$ cat src/rtl/imem_access_arbiter.sv
// Single-port instruction RAM arbiter: loader owns the port during boot, then
// loader-priority arbitration with a bounded burst so fetch is never starved.
//
// state   | meaning
// --------+---------------------------------------------------------------
// ST_BOOT | core held, only the loader may access the RAM
// ST_RUN  | core running, loader priority, fetch forced after MAX_BURST
module imem_access_arbiter #(
  parameter int WIDTH     = 32,
  parameter int ADDR_W    = 8,
  parameter int BOOT_HOLD = 1,
  parameter int MAX_BURST = 4
) (
  input  logic              clk,
  input  logic              clear,
  input  logic              fetch_req,
  input  logic [ADDR_W-1:0] fetch_addr,
  output logic              fetch_gnt,
  output logic              fetch_rvalid,
  input  logic              load_req,
  input  logic              load_we,
  input  logic [ADDR_W-1:0] load_addr,
  input  logic [WIDTH-1:0]  load_wdata,
  output logic              load_gnt,
  output logic              load_rvalid,
  input  logic              boot_done,
  output logic              core_hold,
  output logic [ADDR_W-1:0] mem_addr,
  output logic [WIDTH-1:0]  mem_din,
  output logic              mem_wren,
  input  logic [WIDTH-1:0]  mem_dout
);

  typedef enum logic {ST_BOOT, ST_RUN} state_t;
  typedef enum logic [1:0] {TAG_NONE, TAG_FETCH, TAG_LOAD} tag_t;

  localparam state_t     ST_RESET  = (BOOT_HOLD != 0) ? ST_BOOT : ST_RUN;
  localparam logic [3:0] BURST_MAX = 4'(MAX_BURST);

  state_t     state, state_nxt;
  tag_t       resp_tag, tag_nxt;
  logic [3:0] burst_cnt, burst_nxt;

  always_ff @(posedge clk or negedge clear) begin
    if (!clear) begin
      state     <= ST_RESET;
      burst_cnt <= '0;
      resp_tag  <= TAG_NONE;
    end else begin
      state     <= state_nxt;
      burst_cnt <= burst_nxt;
      resp_tag  <= tag_nxt;
    end
  end

  always_comb begin
    state_nxt = state;
    fetch_gnt = 1'b0;
    load_gnt  = 1'b0;
    case (state)
      ST_BOOT: begin
        load_gnt = load_req;
        if (boot_done) state_nxt = ST_RUN;
      end
      default: begin
        // Fetch has waited through a full loader burst: it takes this slot.
        if (load_req && fetch_req && (burst_cnt == BURST_MAX)) begin
          fetch_gnt = 1'b1;
        end else begin
          load_gnt  = load_req;
          fetch_gnt = fetch_req & ~load_req;
        end
      end
    endcase
  end

  always_comb begin
    burst_nxt = burst_cnt;
    if (fetch_gnt || !fetch_req) begin
      burst_nxt = '0;
    end else if (load_gnt && (burst_cnt != BURST_MAX)) begin
      burst_nxt = burst_cnt + 4'd1;
    end
  end

  // Writes are tagged NONE: the RAM still returns the old word, nobody wants it.
  always_comb begin
    tag_nxt = TAG_NONE;
    if (fetch_gnt) begin
      tag_nxt = TAG_FETCH;
    end else if (load_gnt && !load_we) begin
      tag_nxt = TAG_LOAD;
    end
  end

  assign fetch_rvalid = (resp_tag == TAG_FETCH);
  assign load_rvalid  = (resp_tag == TAG_LOAD);
  assign core_hold    = (state == ST_BOOT);

  assign mem_addr = load_gnt ? load_addr : fetch_addr;
  assign mem_din  = load_gnt ? load_wdata : '0;
  assign mem_wren = load_gnt & load_we;

  // mem_dout passes straight to both requesters; rvalid says whose it is.
  logic unused_dout;
  assign unused_dout = ^mem_dout;

endmodule
$ cat config.mk
export PLATFORM = sky130hd
export DESIGN_NAME = imem_access_arbiter
export DESIGN_NICKNAME = d
export VERILOG_FILES = /design/src/rtl/imem_access_arbiter.sv
export SDC_FILE = /design/constraint.sdc
export NUM_CORES = 1
export LEC_CHECK = 0
export ABC_CLOCK_PERIOD_IN_PS = 1830
export CAP_MARGIN = 25
export CORE_MARGIN = 8
export CORE_UTILIZATION = 53
export DETAILED_ROUTE_END_ITERATION = 8
export DONT_BUFFER_PORTS = 1
export MAX_ROUTING_LAYER = met4
export PLACE_DENSITY = 0.71
export REMOVE_ABC_BUFFERS = 1
export SETUP_SLACK_MARGIN = 0.2
export SLEW_MARGIN = 20
export SYNTH_ARGS = -nofsm -noshare
export SYNTH_HDL_FRONTEND = slang
export SYNTH_SLANG_ARGS = --single-unit
export TNS_END_PERCENT = 50
$ cat constraint.sdc
create_clock -name clk -period 1.83 [get_ports clk]
set_input_delay 0.366 -clock clk [delete_from_list [all_inputs] [get_ports clk]]
set_output_delay 0.366 -clock clk [all_outputs]
set_load 0.03 [all_outputs]
==> results.yml, run 1 <==
outcome:
  status: "stopped before the end"
  stop_stage: "4_1_cts"
  run.stop_error: "[ERROR DPL-0038] Utilization greater than 100%, impossible to legalize"
die:
  placementRows: 13
  die_h_um: 53.0
  floorplan.die.width_um: 53.0
  pin_count: 132
  start_util_pct: 56.6
logic_synthesis:
  synth_area_um2: 727
  synthesis.yosys.warnings: 0
  post_synth_main_area_contributors: "and2_1 29%, dfrtp_1 24%, mux2_4 10%"
  synth.top_cells.by_count: "34 x and2_1, 7 x dfrtp_1, 5 x mux2_4"
  synth.avg_cell_area_um2: 8.87
  synth.ff_latch_count: 7
  yosysTopAreaCell: "and2_1"
  async_reset_ff_share_pct: 100
  proportion_of_synthesized_chip_area_in_sequential_cells_pct: 24.1
  dominantRegCellSynth: "dfrtp_1"
  synth_largest_type_area_fraction_pct: 29.3
  synthCells: 82
  synth_edf_count: 0
  yosysMostFrequentCell: "and2_1"
  netlist-cell-type-count: 26
place:
  detailed_place_hpwl_mm: 2.77
  number_of_port_buffers: 0
  place.gp.congestion: 0.865
clock_tree:
  cts.sink_count: 7
  clockBufferDepth: 2
  cts.hold.buffers_added: 1
  number_of_buffers_inserted_to_repair_setup_after_cts: 2
  ctsRootBufferMaster: "clkbuf_4"
  postCtsResizedCells: 30
  cts_inserted_buffers: 3
  htree_levels: 1
cell families after synthesis:
family                   Yosys count  synth area share, %
AND/OR/NAND/NOR                   50                 44.4
buffers and inverters              8                 5.33
multiplexers                       8                 15.0
flip-flops                         7                 24.1
AO/OA/AOI/OAI                      6                 6.54
adder cells (fa/ha/maj)            2                 3.44
XOR/XNOR                           1                 1.21
through the flow:
step	setup slack [ns]	area, um^2	TNS, ns	std cells
floorplan	-0.108	699	-0.596	77
global placement	-0.0667	1110	-0.198	132
detailed placement	-0.121	1110	-1.18	132
==> run 2, diff against run 1 <==
Settings changed: ABC_CLOCK_PERIOD_IN_PS 1830 to 2400, CORE_AREA from default to 8 8 69 71, CORE_MARGIN 8 to default, CORE_UTILIZATION 53 to default, DIE_AREA from default to 0 0 77 79, MAX_ROUTING_LAYER met4 to default, PLACE_DENSITY 0.71 to default, PLACE_DENSITY_LB_ADDON from default to 0.15, SETUP_SLACK_MARGIN 0.2 to default.
Clock period 1.83 ns to 2.4 ns, I/O delays scaled along.
==> run 2 against run 1 <==
Effect of this change: the flow now finishes without violations; synthesized cell count did not move; area after synthesis did not move.
==> results.yml, run 2 <==
outcome:
  status: "completed"
logic_synthesis:
  netlist-cell-type-count: 26
  yosysMostFrequentCell: "and2_1"
  proportion_of_synthesized_chip_area_in_sequential_cells_pct: 24.1
  dominantRegCellSynth: "dfrtp_1"
  yosysTopAreaCell: "and2_1"
  async_reset_ff_share_pct: 100
  synthCells: 82
  synth_largest_type_area_fraction_pct: 29.3
  synth.ff_latch_count: 7
  synthesis.yosys.warnings: 0
  synth_area_um2: 727
  synth.top_cells.by_count: "34 x and2_1, 7 x dfrtp_1, 5 x mux2_4"
  post_synth_main_area_contributors: "and2_1 29%, dfrtp_1 24%, mux2_4 10%"
  synth.avg_cell_area_um2: 8.87
  synth_edf_count: 0
die:
  start_util_pct: 19.1
  placementRows: 23
  pin_count: 132
  die_area_um2: 6080
  core-area_um2: 3800
  floorplan.die.width_um: 77
  die_h_um: 79
setup_path:
  worstSetupStartpointType: "flip-flop"
  reg2regPathDepth: 5
  timing_worst_setup_path_type: "flip-flop to primary output"
  r2r-start: "burst_cnt[0]$_DFFE_PN0P_"
  startpoint_of_the_worst_setup_timing_path: "burst_cnt[0]$_DFFE_PN0P_"
  worst-endpoint-arrival_ns: 1.84
  critical_path.endpoint_type: "primary output"
  worstPathMaxFanout: 22
  cp_data_required_time_ns: 1.92
global_route:
  grt-ovfl-total: 0
  grt_start_max_net_pins: 23
  gr-usage-all-layers_pct: 9.04
  grt_first_pass_wirelength_mm: 4.32
  number_of_antenna_violations_at_the_first_check_in_global_routing: 0
  first_global_vias: 765
finish:
  final_net_count: 174
  num_antenna_cells: 0
  most_common_library_cell_in_the_layout_ignoring_fill_and_taps: "and2_1"
  stdcell_area_um2: 841
  final_layout_size_suffix_gt1_share_pct: 21.2
  register_area_um2: 175
  final_cell_mix: "34 x and2_1, 7 x dfrtp_1, 5 x mux2_4"
  max_flop_register: "burst_cnt"
  instances_no_fill: 135
  fill_cell_total_of_the_finished_layout: 440
  multi_input_area_um2: 522
  post-route-util_pct: 22.1
  largest_register_ffs: 4
  area_growth_pct: 15.7
  top_regs: "burst_cnt x4, resp_tag x2, state x1"
sta:
  fin_worst_skew_ns: 0.00501
  unrepaired_setup_endpoints_after_global_routing: "no"
  maxSlewViolCount: 0
  layout_setup_ws_ns: 0.0842
  final_cycle_utilization_of_the_critical_path_pct: 96.5
  timing.fmax_mhz: 432
  tightest_slew_ns: 0.608
  setup_viol: 0
  finalHoldViolCount: 0
  max_slew_margin_pct: 59.4
  final_sum_of_negative_setup_slack_ns: 0
  post-route-min-period_ns: 2.32
clock_tree:
  cts.sink_count: 7
  clockBufferDepth: 2
  htree_levels: 1
  cts_inserted_buffers: 3
  ctsRootBufferMaster: "clkbuf_8"
  clock_latency_ns: 0.23
  clock_tree_from_tritoncts: "yes"
  number_of_buffers_inserted_to_repair_setup_after_cts: 0
  postCtsResizedCells: 0
  clk_pin_slew_worst_paths_ns: 0.04
power_and_ir_drop:
  power_per_cell_area_nw_per_um2: 543
  vdd_ir_drop_max_mv: 0.126
  power.static_leakage_nw: 0.362
detailed_routing:
  postRouteAntennaNets: 0
  drt-total-wl_mm: 2.86
  viasPerCell: 4.55
  detailed_router_s_first_iteration_violation_count: 44
  drt_pre_antenna_iters: 3
  post_drt_wl_per_cell_um: 21.2
  routed-via-count: 614
  drt_drc_violations_left: 0
run:
  drv_cap: 0
place:
  detailed_place_hpwl_mm: 2.38
  dpl.cell_count: 129
  number_of_port_buffers: 0
  pre_cts_slack_ns: 0.243
  place.gp.congestion: 0.713
  placed_area_um2: 777
min_path:
  hp-class: "input pin to flip-flop"
  min_path_cells: 1
  worstHoldStart: "load_we"
run 2: cell counts after synthesis:
Identical to the previous run, type by type.
run 2: critical path, stage by stage, from the launching register on:
cell,delay (ns)
dfrtp_1,0.39
inv_1,0.08
ha_1,0.24
nand3b_4,0.13
o21a_4,0.29
mux2_2,0.46
run 2: through the flow:
step                      hold slack (ns)  total power [W]
after detailed placement            0.185         0.000289
final                               0.314         0.000457
after global placement              0.185         0.000289
after CTS                           0.310         0.000466
after floorplan                     0.184         0.000271
after global routing                0.309         0.000480
run 2: path summary, 6_finish.rpt:
kind                                       endpoint  slack [ns]
setup / recovery                        mem_addr[0]        0.08
hold / removal                resp_tag[1]$_DFF_PN0_        0.31
setup reg to reg              resp_tag[1]$_DFF_PN0_        0.93
hold reg to reg            burst_cnt[1]$_DFFE_PN0P_        0.59
max in group asynchronous     resp_tag[0]$_DFF_PN0_        1.56
min in group asynchronous  burst_cnt[3]$_DFFE_PN0P_        0.59
run 2: cell type report:
cell class                 instances  area share, %
clock buffer                       4           5.36
inverter                           3           1.34
multi-input combinational         68           62.1
sequential                         7           20.8
tap                               50           7.44
timing repair buffer               3           2.98
run 2: report_power, final:
part | internal [W] | switching [W] | total, W
Clock | 0.000115 | 0.0000514 | 0.000166
Combinational | 0.0000399 | 0.000126 | 0.000166
Sequential | 0.000122 | 0.00000258 | 0.000125
run 2: kinds of logic after synthesis:
logic type,after synthesis,synth area share [%]
and+or+nand+nor,50,44.4
buffers and inverters,8,5.33
muxes,8,15.0
DFF,7,24.1
AOI/OAI and AO/OA,6,6.54
adders and majority gates,2,3.44
xor gates and xnor gates,1,1.21
run 2: metal layers:
metal / vias up / track usage (%) / routed length [um]
met2: 64 / 15.3 / 1380
met5: - / 0 / 0
met1: 270 / 8.72 / 1050
met3: 5 / 5.53 / 389
met4: 0 / 3.96 / 46
li1: 275 / - / -
run 2: timing repair:
item	CTS	global route
hold buffers	1	0
endpoints found under the hold margin	7	0
setup endpoints to repair	3	0
(Power assumes the default switching activity.)
==> run 3, diff against run 2 <==
Settings changed: CTS_CLUSTER_DIAMETER from default to 30, SKIP_CTS_REPAIR_TIMING from default to 1, SLEW_MARGIN 20 to 10.
==> run 3 against run 2 <==
Effect of this change: die area did not move; first-iteration DRC count fell by 34%; total power barely moved; fmax rose by 0.16%; sequential power barely moved; combinational power barely moved; worst setup slack improved by 0.0037 ns; sequential share of layout area did not move; clock power barely moved; non-clock buffer count did not move.
==> results.yml, run 3 (synthesis results as in run 2) <==
outcome:
  status: "completed"
setup_path:
  worstSetupStartpointType: "flip-flop"
  cp_data_required_time_ns: 1.92
  critical_path.endpoint_type: "primary output"
  worstPathMaxFanout: 22
  worst-endpoint-arrival_ns: 1.83
  timing_worst_setup_path_type: "flip-flop to primary output"
clock_tree:
  htree_levels: 1
  clk_pin_slew_worst_paths_ns: 0.04
  cts.sink_count: 7
  clock_latency_ns: 0.23
  ctsRootBufferMaster: "clkbuf_8"
  clockBufferDepth: 2
  clock_tree_from_tritoncts: "yes"
  cts_inserted_buffers: 3
global_route:
  gr-usage-all-layers_pct: 8.35
  grt_start_max_net_pins: 44
  grt-ovfl-total: 0
  grt_first_pass_wirelength_mm: 4.02
  number_of_antenna_violations_at_the_first_check_in_global_routing: 0
  first_global_vias: 729
sta:
  timing.fmax_mhz: 432
  max_slew_margin_pct: 59.4
  unrepaired_setup_endpoints_after_global_routing: "no"
  layout_setup_ws_ns: 0.0878
  finalHoldViolCount: 0
  tightest_slew_ns: 0.607
  setup_viol: 0
  post-route-min-period_ns: 2.31
  maxSlewViolCount: 0
  final_cycle_utilization_of_the_critical_path_pct: 96.3
  fin_worst_skew_ns: 0.00501
place:
  number_of_port_buffers: 0
  detailed_place_hpwl_mm: 2.38
  place.gp.congestion: 0.713
  pre_cts_slack_ns: 0.243
detailed_routing:
  drt_pre_antenna_iters: 4
  postRouteAntennaNets: 0
  detailed_router_s_first_iteration_violation_count: 29
  drt-total-wl_mm: 2.86
  drt_drc_violations_left: 0
  post_drt_wl_per_cell_um: 21.2
  viasPerCell: 4.62
  routed-via-count: 624
finish:
  largest_register_ffs: 4
  final_net_count: 174
  post-route-util_pct: 22.1
  area_growth_pct: 15.7
  num_antenna_cells: 0
  final_cell_mix: "34 x and2_1, 7 x dfrtp_1, 5 x mux2_4"
  most_common_library_cell_in_the_layout_ignoring_fill_and_taps: "and2_1"
  top_regs: "burst_cnt x4, resp_tag x2, state x1"
  max_flop_register: "burst_cnt"
  final_layout_size_suffix_gt1_share_pct: 21.2
min_path:
  hp-class: "input pin to flip-flop"
die:
  placementRows: 23
  die_h_um: 79
  core-area_um2: 3800
  floorplan.die.width_um: 77
  pin_count: 132
  start_util_pct: 19.1
  die_area_um2: 6080
power_and_ir_drop:
  vdd_ir_drop_max_mv: 0.126
  power_per_cell_area_nw_per_um2: 543
  power.static_leakage_nw: 0.362
run:
  drv_cap: 0
==> run 3: cell counts in the layout (fill, tap and decap cells not counted) <==
Identical to the previous run, type by type.
==> run 3: worst paths after layout <==
check | startpoint | depth (start not counted) | slack, ns | end
max reg2reg | burst_cnt[0]$_DFFE_PN0P_ | 5 | 0.93 | resp_tag[1]$_DFF_PN0_
max | burst_cnt[0]$_DFFE_PN0P_ | 5 | 0.09 | mem_addr[0]
max in group asynchronous | clear | 1 | 1.56 | state$_DFF_PN0_
min reg2reg | burst_cnt[1]$_DFFE_PN0P_ | 2 | 0.59 | burst_cnt[1]$_DFFE_PN0P_
min in group asynchronous | clear | 1 | 0.59 | burst_cnt[3]$_DFFE_PN0P_
min | load_we | 1 | 0.31 | resp_tag[1]$_DFF_PN0_
==> run 3: through the flow <==
step                      hold WS (ns)  total power [W]  TNS, ns  instances  cell area, um^2
after detailed placement         0.185         0.000289        0        129              777
after global routing             0.309         0.000481        0        135              841
after CTS                      -0.0615         0.000460  -0.0207        133              822
after floorplan                  0.184         0.000271        0         77              699
after global placement           0.185         0.000289        0        129              777
final                            0.314         0.000456        0        135              841
==> run 3: per-layer routing <==
| metal | up-vias | part of all wire (%) | track usage (%) |
|---|---|---|---|
| met5 | - | 0 | 0 |
| met2 | 66 | 49 | 14.4 |
| li1 | 276 | - | - |
| met3 | 5 | 14 | 5.42 |
| met1 | 277 | 36 | 7.60 |
| met4 | 0 | 1.6 | 3.96 |
==> run 3: report_power, final <==
part	switching (W)	internal, W	total (W)	leakage, nW
Sequential	0.00000254	0.000122	0.000125	0.0893
Clock	0.0000511	0.000115	0.000166	0.0228
Combinational	0.000126	0.0000399	0.000166	0.250
==> run 3: layout make-up <==
cell class / count / area [um^2]
inverter: 3 / 11.3
clock buffer: 4 / 45.0
multi-input combinational: 68 / 522
fill: 439 / 2960
timing repair buffer: 3 / 25.0
tap: 50 / 62.6
sequential: 7 / 175
==> run 3: critical path: stages, from the launching register on <==
cell      delay [ns]
dfrtp_1         0.39
inv_1           0.08
ha_1            0.24
nand3b_4        0.13
o21a_4          0.29
mux2_2          0.46
==> run 4, diff against run 3 <==
Settings changed: SETUP_SLACK_MARGIN from default to 0.05.
==> run 4 against run 3 <==
Effect of this change: wire length grew 2.8%; non-clock buffer count is the same; sequential power about the same; register-to-register slack worse by 0.02 ns; clock-buffer cell count is the same; largest power group unchanged; critical path type unchanged; flip-flop and latch count did not move; worst hold slack is essentially flat; global-route usage unchanged; core utilization increased by 0.23 points; worst setup slack gained 0.043 ns; clock skew barely moved; first-iteration DRC count decreased by 55%.
==> results.yml, run 4 (synthesis results as in run 2) <==
outcome:
  status: "completed"
clock_tree:
  clock_latency_ns: 0.23
  clock_tree_from_tritoncts: "yes"
  clk_pin_slew_worst_paths_ns: 0.04
  cts.sink_count: 7
  cts_inserted_buffers: 3
  clockBufferDepth: 2
  ctsRootBufferMaster: "clkbuf_8"
  htree_levels: 1
power_and_ir_drop:
  p_seq_share_pct: 27.2
  power.share.clock_pct: 36.2
  switching_share_pct: 39.3
  comb_power_share_pct: 36.6
  p_int_w: 0.000278
  power.switching_w: 0.000180
  power.static_leakage_nw: 0.364
  total_power_w: 0.000458
  vdd_ir_drop_max_mv: 0.126
  power_per_cell_area_nw_per_um2: 539
finish:
  max_flop_register: "burst_cnt"
  largest_register_ffs: 4
  final_layout_size_suffix_gt1_share_pct: 22.1
  top_regs: "burst_cnt x4, resp_tag x2, state x1"
  fill_cell_total_of_the_finished_layout: 439
  most_common_library_cell_in_the_layout_ignoring_fill_and_taps: "and2_1"
  final_net_count: 175
  final_cell_mix: "34 x and2_1, 7 x dfrtp_1, 5 x mux2_4"
  num_antenna_cells: 0
  area_growth_pct: 16.9
global_route:
  grt_first_pass_wirelength_mm: 4.02
  grt-ovfl-total: 0
  first_global_vias: 729
  grt_start_max_net_pins: 44
  number_of_antenna_violations_at_the_first_check_in_global_routing: 0
  gr-usage-all-layers_pct: 8.35
detailed_routing:
  postRouteAntennaNets: 0
  routed-via-count: 635
  detailed_router_s_first_iteration_violation_count: 13
  viasPerCell: 4.67
  drt-total-wl_mm: 2.94
  post_drt_wl_per_cell_um: 21.6
  drt_pre_antenna_iters: 4
  drt_drc_violations_left: 0
die:
  pin_count: 132
  core-area_um2: 3800
  die_h_um: 79
  floorplan.die.width_um: 77
  die_area_um2: 6080
  placementRows: 23
  start_util_pct: 19.1
place:
  detailed_place_hpwl_mm: 2.38
  pre_cts_slack_ns: 0.243
  number_of_port_buffers: 0
  place.gp.congestion: 0.713
sta:
  final_cycle_utilization_of_the_critical_path_pct: 94.5
  finalHoldWorstSlack_ns: 0.314
  setup_viol: 0
  finalHoldViolCount: 0
  layout_setup_ws_ns: 0.131
  unrepaired_setup_endpoints_after_global_routing: "yes"
  timing.fmax_mhz: 441
  final_sum_of_negative_setup_slack_ns: 0
  post-route-min-period_ns: 2.27
  maxSlewViolCount: 0
  tightest_slew_ns: 0.607
  fin_worst_skew_ns: 0.00461
  max_slew_margin_pct: 59.4
setup_path:
  worst-endpoint-arrival_ns: 1.79
  worstPathMaxFanout: 11
  worstSetupStartpointType: "flip-flop"
  cp_data_required_time_ns: 1.92
  timing_worst_setup_path_type: "flip-flop to primary output"
  critical_path.endpoint_type: "primary output"
run:
  drv_cap: 0
min_path:
  hp-class: "input pin to flip-flop"
==> run 4: cell types whose count changed in the layout (fill, tap and decap cells not counted), sizes merged <==
cell	previous run	this run
o21a	2	3
==> run 4: metal layers <==
metal / global-route usage (%) / vias up / wire, um / share of wire (%)
li1: - / 280 / - / -
met1: 7.60 / 286 / 1040 / 35
met2: 14.4 / 64 / 1460 / 50
met3: 5.42 / 5 / 391 / 13
met4: 3.96 / 0 / 46 / 1.6
met5: 0 / - / 0 / 0
==> run 4: worst paths after layout <==
kind,depth (start not counted),slack (ns),end,startpoint
setup / recovery,5,0.13,mem_addr[0],burst_cnt[0]$_DFFE_PN0P_
hold / removal,1,0.31,resp_tag[1]$_DFF_PN0_,load_we
setup reg to reg,5,0.91,resp_tag[1]$_DFF_PN0_,burst_cnt[0]$_DFFE_PN0P_
hold reg to reg,2,0.59,burst_cnt[1]$_DFFE_PN0P_,burst_cnt[1]$_DFFE_PN0P_
max in group asynchronous,1,1.56,resp_tag[0]$_DFF_PN0_,clear
min in group asynchronous,1,0.59,burst_cnt[3]$_DFFE_PN0P_,clear
==> run 4: power by group through the flow <==
stage / Sequential (W) / Clock [W] / Combinational (W)
floorplan: 0.000126 / 0 / 0.000146
global placement: 0.000126 / 0 / 0.000163
detailed placement: 0.000126 / 0 / 0.000163
CTS: 0.000125 / 0.000172 / 0.000163
global route: 0.000125 / 0.000181 / 0.000176
finish: 0.000125 / 0.000166 / 0.000167
==> run 4: metrics by stage <==
stage / std cells / instance area (um^2) / utilization (%)
2_1_floorplan: 77 / 699 / -
3_3_place_gp: 129 / 777 / 20.5
3_5_place_dp: 129 / 777 / 20.5
4_1_cts: 133 / 822 / 21.6
5_1_grt: 136 / 850 / 22.4
6_report: 136 / 850 / 22.4
==> run 4: area by class of cell <==
cell class	count	area [um^2]	area share, %
multi-input cells	69	531	62.4
clock buffers	4	45.0	5.30
well taps	50	62.6	7.36
inverters	3	11.3	1.33
repair buffers	3	25.0	2.95
flip-flops and latches	7	175	20.6
==> run 4: critical path: stages (launching register included) <==
cell	delay, ns
dfrtp_1	0.39
inv_1	0.08
ha_1	0.24
nand3b_4	0.14
o21a_4	0.25
mux2_2	0.45
